[src/rtl/conv_loop_ctrl.sv]
// Convolution loop-nest scheduler: issues one (input, weight, output) address beat per MAC term.
// Optional performance counters are enabled with `define CONV_LOOP_CTRL_PERF_EN.
module conv_loop_ctrl #(
    parameter  int N_p  = 4,
    parameter  int M_p  = 4,
    parameter  int K_p  = 2,
    parameter  int R_p  = 16,
    parameter  int C_p  = 16,
    localparam int RO   = R_p - K_p + 1,
    localparam int CO   = C_p - K_p + 1,
    localparam int IA_N = N_p * R_p * C_p,
    localparam int WA_N = M_p * N_p * K_p * K_p,
    localparam int OA_N = M_p * RO * CO,
    localparam int IA_W = (IA_N > 1) ? $clog2(IA_N) : 1,
    localparam int WA_W = (WA_N > 1) ? $clog2(WA_N) : 1,
    localparam int OA_W = (OA_N > 1) ? $clog2(OA_N) : 1
) (
    input  logic            clk_i,
    input  logic            reset_i,
    input  logic            start_i,
    output logic            busy_o,
    output logic            done_o,
    output logic            valid_o,
    input  logic            ready_i,
    output logic [IA_W-1:0] in_addr_o,
    output logic [WA_W-1:0] w_addr_o,
    output logic [OA_W-1:0] out_addr_o,
    output logic            acc_first_o,
    output logic            acc_last_o,
    output logic [31:0]     stall_cnt_o,
    output logic [31:0]     run_cnt_o
);

    localparam int MW = (M_p > 1) ? $clog2(M_p) : 1;
    localparam int RW = (RO  > 1) ? $clog2(RO)  : 1;
    localparam int CW = (CO  > 1) ? $clog2(CO)  : 1;
    localparam int NW = (N_p > 1) ? $clog2(N_p) : 1;
    localparam int KW = (K_p > 1) ? $clog2(K_p) : 1;

    localparam logic [MW-1:0] M_MAX = MW'(M_p - 1);
    localparam logic [RW-1:0] R_MAX = RW'(RO - 1);
    localparam logic [CW-1:0] C_MAX = CW'(CO - 1);
    localparam logic [NW-1:0] N_MAX = NW'(N_p - 1);
    localparam logic [KW-1:0] K_MAX = KW'(K_p - 1);

    localparam logic [1:0] S_IDLE = 2'd0;
    localparam logic [1:0] S_RUN  = 2'd1;
    localparam logic [1:0] S_DONE = 2'd2;

    logic [1:0]    state;
    logic [MW-1:0] m, m_nxt;
    logic [RW-1:0] r, r_nxt;
    logic [CW-1:0] c, c_nxt;
    logic [NW-1:0] n, n_nxt;
    logic [KW-1:0] i, i_nxt;
    logic [KW-1:0] j, j_nxt;

    logic            launch, hs, all_last;
    logic            m_last, r_last, c_last, n_last, i_last, j_last;
    logic [IA_W-1:0] in_addr_d;
    logic [WA_W-1:0] w_addr_d;
    logic [OA_W-1:0] out_addr_d;
    logic            first_d, last_d;

    assign launch = (state == S_IDLE) && start_i;
    assign hs     = (state == S_RUN) && ready_i;

    assign m_last   = (m == M_MAX);
    assign r_last   = (r == R_MAX);
    assign c_last   = (c == C_MAX);
    assign n_last   = (n == N_MAX);
    assign i_last   = (i == K_MAX);
    assign j_last   = (j == K_MAX);
    assign all_last = m_last && r_last && c_last && n_last && i_last && j_last;

    // Odometer step: innermost non-saturated counter increments, everything inside it wraps.
    always_comb begin
        m_nxt = m;
        r_nxt = r;
        c_nxt = c;
        n_nxt = n;
        i_nxt = i;
        j_nxt = j;
        if (launch) begin
            m_nxt = '0;
            r_nxt = '0;
            c_nxt = '0;
            n_nxt = '0;
            i_nxt = '0;
            j_nxt = '0;
        end else if (!j_last) begin
            j_nxt = j + 1'b1;
        end else begin
            j_nxt = '0;
            if (!i_last) begin
                i_nxt = i + 1'b1;
            end else begin
                i_nxt = '0;
                if (!n_last) begin
                    n_nxt = n + 1'b1;
                end else begin
                    n_nxt = '0;
                    if (!c_last) begin
                        c_nxt = c + 1'b1;
                    end else begin
                        c_nxt = '0;
                        if (!r_last) begin
                            r_nxt = r + 1'b1;
                        end else begin
                            r_nxt = '0;
                            m_nxt = m_last ? '0 : m + 1'b1;
                        end
                    end
                end
            end
        end
    end

    // Addresses are precomputed from the next counter values so the outputs can be registered.
    always_comb begin
        in_addr_d  = IA_W'(32'(n_nxt) * 32'(R_p * C_p)
                         + (32'(r_nxt) + 32'(i_nxt)) * 32'(C_p)
                         + 32'(c_nxt) + 32'(j_nxt));
        w_addr_d   = WA_W'(((32'(m_nxt) * 32'(N_p) + 32'(n_nxt)) * 32'(K_p) + 32'(i_nxt))
                         * 32'(K_p) + 32'(j_nxt));
        out_addr_d = OA_W'(32'(m_nxt) * 32'(RO * CO) + 32'(r_nxt) * 32'(CO) + 32'(c_nxt));
        first_d    = (n_nxt == '0) && (i_nxt == '0) && (j_nxt == '0);
        last_d     = (n_nxt == N_MAX) && (i_nxt == K_MAX) && (j_nxt == K_MAX);
    end

    always_ff @(posedge clk_i or posedge reset_i) begin
        if (reset_i) begin
            state       <= S_IDLE;
            m           <= '0;
            r           <= '0;
            c           <= '0;
            n           <= '0;
            i           <= '0;
            j           <= '0;
            in_addr_o   <= '0;
            w_addr_o    <= '0;
            out_addr_o  <= '0;
            acc_first_o <= 1'b0;
            acc_last_o  <= 1'b0;
        end else begin
            if (launch || hs) begin
                m <= m_nxt;
                r <= r_nxt;
                c <= c_nxt;
                n <= n_nxt;
                i <= i_nxt;
                j <= j_nxt;
            end
            case (state)
                S_IDLE: begin
                    if (start_i) begin
                        state       <= S_RUN;
                        in_addr_o   <= in_addr_d;
                        w_addr_o    <= w_addr_d;
                        out_addr_o  <= out_addr_d;
                        acc_first_o <= first_d;
                        acc_last_o  <= last_d;
                    end
                end
                S_RUN: begin
                    if (ready_i) begin
                        if (all_last) begin
                            state       <= S_DONE;
                            in_addr_o   <= '0;
                            w_addr_o    <= '0;
                            out_addr_o  <= '0;
                            acc_first_o <= 1'b0;
                            acc_last_o  <= 1'b0;
                        end else begin
                            in_addr_o   <= in_addr_d;
                            w_addr_o    <= w_addr_d;
                            out_addr_o  <= out_addr_d;
                            acc_first_o <= first_d;
                            acc_last_o  <= last_d;
                        end
                    end
                end
                S_DONE:  state <= S_IDLE;
                default: state <= S_IDLE;
            endcase
        end
    end

    assign busy_o  = (state == S_RUN);
    assign valid_o = (state == S_RUN);
    assign done_o  = (state == S_DONE);

`ifdef CONV_LOOP_CTRL_PERF_EN
    logic [31:0] stall_cnt;
    logic [31:0] run_cnt;

    function automatic logic [31:0] sat_inc(input logic [31:0] v);
        return (&v) ? v : v + 32'd1;
    endfunction

    always_ff @(posedge clk_i or posedge reset_i) begin
        if (reset_i) begin
            stall_cnt <= '0;
            run_cnt   <= '0;
        end else if (launch) begin
            stall_cnt <= '0;
            run_cnt   <= '0;
        end else if (state == S_RUN) begin
            run_cnt <= sat_inc(run_cnt);
            if (!ready_i) stall_cnt <= sat_inc(stall_cnt);
        end
    end

    assign stall_cnt_o = stall_cnt;
    assign run_cnt_o   = run_cnt;
`else
    assign stall_cnt_o = '0;
    assign run_cnt_o   = '0;
`endif

endmodule

[config.mk]
export PLATFORM = sky130hd
export DESIGN_NAME = conv_loop_ctrl
export DESIGN_NICKNAME = d
export VERILOG_FILES = /design/src/rtl/conv_loop_ctrl.sv
export SDC_FILE = /design/constraint.sdc
export NUM_CORES = 1
export LEC_CHECK = 0
export ABC_AREA = 1
export ABC_CLOCK_PERIOD_IN_PS = 8029
export BUFFER_PORTS_ARGS = -buffer_cell sky130_fd_sc_hd__buf_2
export CAP_MARGIN = 5
export CORE_ASPECT_RATIO = 1.1
export CORE_UTILIZATION = 58
export DETAILED_ROUTE_END_ITERATION = 8
export PLACE_DENSITY_LB_ADDON = 0.25
export SLEW_MARGIN = 20
export SYNTH_ARGS = -nofsm -noshare
export SYNTH_HDL_FRONTEND = slang
export SYNTH_SLANG_ARGS = --single-unit
[constraint.sdc]
create_clock -name clk_i -period 8.03 [get_ports clk_i]
set_input_delay 1.606 -clock clk_i [delete_from_list [all_inputs] [get_ports clk_i]]
set_output_delay 1.606 -clock clk_i [all_outputs]
set_load 0.005 [all_outputs]
==> metrics.cfg <==
[sta]
worst_pin_slew_ns=0.861
fmax_mhz=195
fin_crit_sh=0.639
setup_violations=0
rsz0062_at_grt=false
fin_worst_skew_ns=0.00719
hold_viol=0
setup_tns_ns=0
relSlewSlack=0.422
final.min_clock_period_ns=5.13
maxSlewViolCount=0
fin_ws_ns=2.90

[clock_tree]
post-cts-setup-buffers=0
path_clk_slew_ns=0.09
htree_levels=2
ctsResizeCount=0
clk_path_buf_depth=2
numCtsBuffers=5
clock-sinks=44
clk_latency_ns=0.31
cts_tree=yes
hold_buffers=0
cts_root_buf=clkbuf_8

[finish]
seq_area_sq_mm=0.00110
finish.utilization=0.622
layout-drive-gt1-share=0.179
multiInputGateArea_sq_mm=0.00216
area_growth_syn_to_layout_pct=2.92
nets=537
diodes=0
num-fill-cells=583

[die]
die_h_um=86.5
placementRows=30
chipWidth_um=78.9
core_area_sq_mm=0.00623
dieArea_sq_mm=0.00682
start_util=0.605
pin_count=99

[detailed_routing]
wire_per_inst_um=11.6
vias=2776
drtAntennaViolNets=0
viasPerCell=4.90
first_iter_violations=109
drt_first_pass_iters=5
routed_wl_um=6570
drc=0

[global_route]
grt_pass1_wl_um=11400
antenna_found_initial=0
grt_pass1_vias=2576
grt-ovfl-total=0
grt_max_degree=45
grt_util_all_layers=0.215

[worst_setup_path]
cp-end-kind=flop
worst-path-buf-inv=5
max_stage_delay_ns=0.51
worstPathArrival_ns=5.38
critical_path.max_fanout=8
required_ns=8.28
cp_slowest_cell=fa_1
cp_top_family=adder cells
critPathKind=primary input to flop
r2r_slack_ns=3.31
reg2regPathDepth=27
cp_common_cell=nand2_1
r2r_start=c[0]
r2r_end=out_addr_o[9]
cp-start-kind=primary input

[logic_synthesis]
postSynthAreaPerCell_sq_um=8.36
ys.flop_type=dfrtp_1
synthMuxAreaShare=0
ys_types=39
synth_top_family_by_area=simple AND/OR/NAND/NOR gates
synth_compound_area_frac=0.0973
synth_top_area_frac=0.292
synth_edf_count=0
synth_xor_area_frac=0.00930
netlist_instances=451
synthSimpleGateAreaFrac=0.228
ys_ff_latch=44
synth_warnings=0
yosysSeqAreaShare=0.292
synth_area_sq_mm=0.00377
yosys.area.top_type=dfrtp_1
synth_fa_ha_area_frac=0.173
async_flop_share=1.00
synth_area_leaders=dfrtp_1, ha_1, buf_4

[placement]
port_buffers=34
gp_congestion=0.877
post-dp-hpwl_um=5140
pre_cts_ws_ns=2.57

[pwr]
power_density_mw_per_mm2=265
ir_worst_vdd_mv=0.128
leakage_nw=2.25

[worst_hold_path]
hold_class=flop to flop
min-delay-start=w_addr_o[0]
min_to=w_addr_o[0]
min_delay_path_depth=2

[outcome]
status=complete, no violations

[flow_run]
cap_violations=0

## metal layers
layer / part of all wire / GRT usage
met1: 0.45 / 0.269
met5: 0 / 0
met3: 0.039 / 0.0337
met4: 0.021 / 0.0760
met2: 0.49 / 0.378
## cells in the mapped netlist, types with 6 or more instances
library cell and number:
dfrtp_1 44, a22o_1 6, inv_2 8, nor2_1 21, o21ai_0 29, nand2_1 90, fa_1 7, nand3_1 12
inv_1 51, nand2_2 8, a21oi_1 12, ha_1 41, buf_4 65
## worst max-delay path by stage
stage | slack (ns) | cells past startpoint | startpoint | to
floorplan | 2.98 | 23 | start_i | out_addr_o[8]
global placement | 2.70 | 24 | start_i | out_addr_o[9]
detailed placement | 2.57 | 25 | start_i | out_addr_o[9]
CTS | 2.87 | 25 | start_i | out_addr_o[9]
global route | 2.55 | 25 | start_i | out_addr_o[9]
finish | 2.90 | 25 | start_i | out_addr_o[9]
## sequential cells by signal (all words and copies together) (netlist names)
register,count
in_addr_o,10
r,4
m,2
acc_last_o,1
out_addr_o,10
state,2
c,4
i,1
n,2
acc_first_o,1
j,1
w_addr_o,6
## layout make-up
class / count / share of cell area
repair buffers: 36 / 0.0477
multi-input cells: 339 / 0.556
inverters: 59 / 0.0571
clock inverters: 3 / 0.0119
clock buffers: 5 / 0.0177
well taps: 80 / 0.0258
flip-flops and latches: 44 / 0.284
## cells in the final DEF, fill, tap and decap left out, types with 3 or more instances in the layout
cell	count
a32o_1	3
nor2_2	3
nand2_2	8
inv_1	50
ha_1	41
nand3_4	3
inv_2	8
o21ai_0	29
nand2_4	3
fa_1	7
a21oi_1	12
o21ai_1	4
nor2_4	5
nor2_1	20
a22o_1	6
conb_1	64
clkbuf_8	5
nand2_1	90
nand3_2	4
buf_2	34
dfrtp_1	44
nor3_1	4
nand3_1	12
## metrics by stage
stage / power (W) / hold slack, ns / area [sq um] / std cells
6_report: 0.00103 / 0.476 / 3880 / 566
5_1_grt: 0.00114 / 0.509 / 3880 / 566
4_1_cts: 0.00104 / 0.486 / 3880 / 566
3_5_place_dp: 0.000856 / 0.461 / 3760 / 558
3_3_place_gp: 0.000840 / 0.452 / 3760 / 558
2_1_floorplan: 0.000740 / 0.465 / 4010 / 514
## power breakdown
group,total [W],switching [W],internal (W)
combinational,0.000504,0.000294,0.000210
sequential,0.000346,0.0000505,0.000296
clock,0.000179,0.0000848,0.0000938
## logic make-up after synthesis
family,count (synthesis)
other,1
AND/OR/NAND/NOR,163
XOR/XNOR,4
flip-flops,44
buffers and inverters,131
AO/OA/AOI/OAI,60
adder cells (fa/ha/maj),48
## worst reg2reg max path: cells and delay by family, from the launching register on
| kind | cells | cell delay (ns) |
|---|---|---|
| compound gates | 5 | 0.63 |
| xor+xnor | 1 | 0.15 |
| fa+ha+maj | 6 | 2.06 |
| buf+inv | 4 | 0.25 |
| flops | 1 | 0.42 |
| simple gates | 11 | 1.17 |
Note: power is estimated with default switching activity, not from simulation.
